===== src/rtl/uart_cmd_parser.sv =====
// Assembles SYNC/OP/A/B/CHK frames from the UART byte stream and hands a
// checksum-verified {op, a, b} triple to the ALU over a valid/ready handshake.
module uart_cmd_parser #(
    parameter logic [7:0] SYNC_BYTE      = 8'hA5,
    parameter int         TIMEOUT_CYCLES = 50000
) (
    input  logic       clk,
    input  logic       rst,
    input  logic [7:0] rx_data,
    input  logic       rx_valid,
    input  logic       cmd_ready,
    output logic       cmd_valid,
    output logic [7:0] cmd_op,
    output logic [7:0] cmd_a,
    output logic [7:0] cmd_b,
    output logic       busy,
    output logic       err_checksum,
    output logic       err_timeout,
    output logic       err_overrun
);

    localparam int CNT_W = ($clog2(TIMEOUT_CYCLES) > 16) ? $clog2(TIMEOUT_CYCLES) : 16;
    localparam logic [CNT_W-1:0] TERMINAL = CNT_W'(TIMEOUT_CYCLES - 1);

    typedef enum logic [2:0] {
        WAIT_SYNC,
        GET_OP,
        GET_A,
        GET_B,
        GET_CHK,
        HOLD
    } state_t;

    state_t           state;
    logic [7:0]       op_r;
    logic [7:0]       a_r;
    logic [7:0]       b_r;
    logic [CNT_W-1:0] cnt;

    always_ff @(posedge clk or posedge rst) begin
        if (rst) begin
            state        <= WAIT_SYNC;
            op_r         <= '0;
            a_r          <= '0;
            b_r          <= '0;
            cnt          <= '0;
            cmd_valid    <= 1'b0;
            cmd_op       <= '0;
            cmd_a        <= '0;
            cmd_b        <= '0;
            busy         <= 1'b0;
            err_checksum <= 1'b0;
            err_timeout  <= 1'b0;
            err_overrun  <= 1'b0;
        end else begin
            err_checksum <= 1'b0;
            err_timeout  <= 1'b0;
            err_overrun  <= 1'b0;
            case (state)
                WAIT_SYNC: begin
                    cnt <= '0;
                    if (rx_valid && rx_data == SYNC_BYTE) begin
                        state <= GET_OP;
                        busy  <= 1'b1;
                    end
                end
                GET_OP, GET_A, GET_B, GET_CHK: begin
                    // An arriving byte always beats the timeout terminal count.
                    if (rx_valid) begin
                        cnt <= '0;
                        case (state)
                            GET_OP: begin
                                op_r  <= rx_data;
                                state <= GET_A;
                            end
                            GET_A: begin
                                a_r   <= rx_data;
                                state <= GET_B;
                            end
                            GET_B: begin
                                b_r   <= rx_data;
                                state <= GET_CHK;
                            end
                            default: begin
                                if (rx_data == (op_r ^ a_r ^ b_r)) begin
                                    state     <= HOLD;
                                    cmd_valid <= 1'b1;
                                    cmd_op    <= op_r;
                                    cmd_a     <= a_r;
                                    cmd_b     <= b_r;
                                end else begin
                                    state        <= WAIT_SYNC;
                                    busy         <= 1'b0;
                                    err_checksum <= 1'b1;
                                end
                            end
                        endcase
                    end else if (cnt == TERMINAL) begin
                        state       <= WAIT_SYNC;
                        busy        <= 1'b0;
                        err_timeout <= 1'b1;
                        cnt         <= '0;
                    end else begin
                        cnt <= cnt + CNT_W'(1);
                    end
                end
                HOLD: begin
                    cnt <= '0;
                    // Bytes cannot be buffered while a command is pending.
                    if (rx_valid) begin
                        err_overrun <= 1'b1;
                    end
                    if (cmd_ready) begin
                        cmd_valid <= 1'b0;
                        state     <= WAIT_SYNC;
                        busy      <= 1'b0;
                    end
                end
                default: begin
                    state     <= WAIT_SYNC;
                    busy      <= 1'b0;
                    cmd_valid <= 1'b0;
                    cnt       <= '0;
                end
            endcase
        end
    end

endmodule


===== config.mk =====
export PLATFORM = sky130hd
export DESIGN_NAME = uart_cmd_parser
export DESIGN_NICKNAME = d
export VERILOG_FILES = /design/src/rtl/uart_cmd_parser.sv
export SDC_FILE = /design/constraint.sdc
export NUM_CORES = 1
export LEC_CHECK = 0
export ABC_AREA = 1
export ABC_CLOCK_PERIOD_IN_PS = 2850
export BUFFER_PORTS_ARGS = -buffer_cell sky130_fd_sc_hd__buf_2
export CORE_ASPECT_RATIO = 1.2
export CORE_UTILIZATION = 58
export CTS_CLUSTER_DIAMETER = 40
export DETAILED_ROUTE_END_ITERATION = 8
export PLACE_DENSITY = 0.9
export SETUP_SLACK_MARGIN = 0.05
export SLEW_MARGIN = 15
export SYNTH_ARGS = -nofsm -noshare
export SYNTH_HDL_FRONTEND = slang
export SYNTH_SLANG_ARGS = --single-unit
export TNS_END_PERCENT = 1

===== constraint.sdc =====
create_clock -name clk -period 2.85 [get_ports clk]
set_input_delay 0.57 -clock clk [delete_from_list [all_inputs] [get_ports clk]]
set_output_delay 0.57 -clock clk [all_outputs]
set_load 0.03 [all_outputs]

==> out/metrics.yaml <==
worst_setup_path:
  crit_end: "cmd_a[7]$_DFFE_PP0P_"
  start_kind: "flip-flop"
  critical_path_class: "reg -> reg"
  cp.arrival_ns: 2.35
  cp.required_ns: 3.11
  critPathCaptureType: "flip-flop"
  r2r-start: "op_r[4]$_DFFE_PP0P_"
  crit_fanout: 48
  crit_start: "op_r[4]$_DFFE_PP0P_"
  ff2ff_setup_slack_ns: 0.75
  timing.rr.end: "cmd_a[7]$_DFFE_PP0P_"
  r2r_cells: 11
detailed_routing:
  wl_mm: 7.156
  via_per_inst: 5.199
  drc_errors: 0
  num_vias: 2927
  antenna_left: 0
  wire_per_inst_um: 12.71
  drtIter0Drc: 212
  first_pass_iters: 5
logic_synthesis:
  synth_seq_area_share: 0.5176
  yosysTopAreaCellShare: 0.5176
  synth_flop_cell: "dfrtp_1"
  yosys_warnings: 0
  yosysTopAreaCell: "dfrtp_1"
  synthesis.area_um2: 3481
  syn-num-nets: 448
  synth_edf_count: 0
  syn-mean-instance-area_um2: 8.002
  ys_ff_latch: 72
  synth.area.top_cells: "dfrtp_1, nand2_1, inv_1, o21ai_0, nor2_1"
  ys_types: 31
  postSynthCellCount: 435
  synthArstFlopShare: 1.000
place:
  gp_congestion: 0.8402
  hpwl_mm: 4.803
  port_buffers: 40
sta:
  final-setup-viol-count: 0
  finalCriticalPeriod_ns: 2.098
  clock.fmax_ghz: 0.4766
  finalCritPeriodShare: 0.7362
  slew-limit-headroom: 0.5215
  max_slew.worst_pin.slew_ns: 0.7168
  finalHoldViolCount: 0
  rsz0062_at_grt: "no"
  setup_tns_ns: 0
  slew_violations: 0
  final.setup_skew_ns: 0.007348
min_path:
  hold_class: "in -> async"
status:
  status: "finished, final reports clean"
power:
  p_per_area_nw_per_um2: 899.1
  p_total_mw: 3.549
  vdd_drop_max_uv: 432.6
  leakage_nw: 2.081
grt:
  antenna_found_initial: 0
  overflow: 0
  grt_pass1_wl_mm: 12.10
  grt_max_degree: 49
  grtUsageTotal: 0.2536
  grt_pass1_vias: 2762
cts:
  cts_tree: "built"
  post_cts_resize_count: 0
  cts_setup_buffers: 0
  clockBufferDepth: 2
  clock-sinks: 72
  cts_root_buf: "clkbuf_8"
  clk_latency_ns: 0.36
  path_clk_slew_ns: 0.08
  postCtsHoldBufs: 0
  htreeDepth: 3
  numCtsBuffers: 9
floorplan:
  die-area_um2: 6317
  ioPinCount: 41
  die_h_um: 86.87
  initial_core_util: 0.6101
  fp-row-count: 30
  core_area_um2: 5705
  dieWidth_um: 72.72
flow_run:
  drv_cap: 0
layout:
  layout-drive-gt1-share: 0.1760
  area_growth_pct: 13.41
  n_antenna_cell: 0
  final_nets: 491
==> critical path, stage by stage (launching register included) <==
cell      delay [ns]
dfrtp_1         0.41
inv_1           0.10
nand2_1         0.08
nand2_1         0.09
nand3_1         0.07
nand2_1         0.09
nand2_1         0.09
nor2_2          0.12
nand2_1         0.09
clkinv_2        0.08
nand3_4         0.42
o21ai_0         0.35
==> layout make-up <==
type | instances | area [um^2]
Inverter | 65 | 245.2
Sequential cell | 72 | 1802
Clock buffer | 12 | 165.2
Tap cell | 80 | 100.1
Clock inverter | 4 | 51.30
Fill cell | 444 | 1758
Multi-Input combinational cell | 289 | 1364
Timing Repair Buffer | 41 | 220.2
==> where the power goes <==
group	switching (mW)	internal, mW	leakage [nW]
clock	0.387	0.476	0.109
sequential	0.207	1.27	0.963
combinational	0.817	0.396	1.01
==> synth_stat cells (2+ instances only) <==
cell and n:
nand2_2 6, nor2_1 34, o21ai_2 5, xnor2_1 3, nor2_4 2, xor2_1 2
clkbuf_1 3, buf_2 2, nor3_1 13, o21ai_1 16, nor2_2 5, o21ai_0 36
nand2_1 127, inv_1 59, buf_6 3, dfrtp_1 72, inv_2 5, nand4_1 3
nand3_1 19, a21oi_1 9
==> routing by layer <==
metal | wire length, um | vias to the layer above | share of wire | GRT usage
met2 | 3524 | 88 | 0.49 | 0.4265
li1 | - | 1449 | - | -
met5 | 0 | - | 0 | 0
met3 | 401 | 14 | 0.056 | 0.06597
met4 | 153 | 0 | 0.021 | 0.1176
met1 | 3076 | 1376 | 0.43 | 0.3036
==> worst min path at each step <==
stage | from | endpoint | slack [ns] | depth (start not counted)
3_5_place_dp | cnt[0]$_DFF_PP0_ | cnt[0]$_DFF_PP0_ | 0.45 | 1
4_1_cts | rst | cmd_a[0]$_DFFE_PP0P_ | 0.34 | 2
2_1_floorplan | cnt[0]$_DFF_PP0_ | cnt[0]$_DFF_PP0_ | 0.43 | 1
3_3_place_gp | cnt[0]$_DFF_PP0_ | cnt[0]$_DFF_PP0_ | 0.45 | 1
5_1_grt | rst | cmd_a[2]$_DFFE_PP0P_ | 0.38 | 2
6_report | rst | b_r[5]$_DFFE_PP0P_ | 0.32 | 2
==> cell families after synthesis <==
group | after synthesis | share of synthesized area
compound gates | 71 | 0.1107
xor+xnor | 5 | 0.01258
fa+ha+maj | 1 | 0.003594
buf+inv | 74 | 0.09058
flops | 72 | 0.5176
simple gates | 212 | 0.2649
==> cell usage in the layout (no fill, tap or decap), types with 6 or more instances in the layout <==
cell / instances
nor3_1: 13
clkbuf_8: 12
o21ai_0: 36
inv_1: 58
buf_2: 40
nor2_1: 34
nand2_1: 127
dfrtp_1: 72
a21oi_1: 9
o21ai_1: 16
inv_2: 6
nand2_2: 6
nand3_1: 19
==> through the flow <==
stage	instances	setup slack, ns	util	hold WS [ns]	cell area, um^2
after global routing	563	0.5624	0.6919	0.3790	3948
after detailed placement	547	0.4705	0.6539	0.4524	3731
final	563	0.7519	0.6919	0.3238	3948
after CTS	563	0.7590	0.6919	0.3415	3948
after global placement	547	0.6227	0.6539	0.4479	3731
after floorplan	435	0.4551	-	0.4309	3481
==> flip-flops by register name (all words and copies together) (netlist names) <==
name / count
cnt: 16
busy: 1
err_overrun: 1
a_r: 8
cmd_b: 8
b_r: 8
state: 3
err_timeout: 1
cmd_op: 8
err_checksum: 1
op_r: 8
cmd_a: 8
cmd_valid: 1
(Power assumes the default switching activity.)
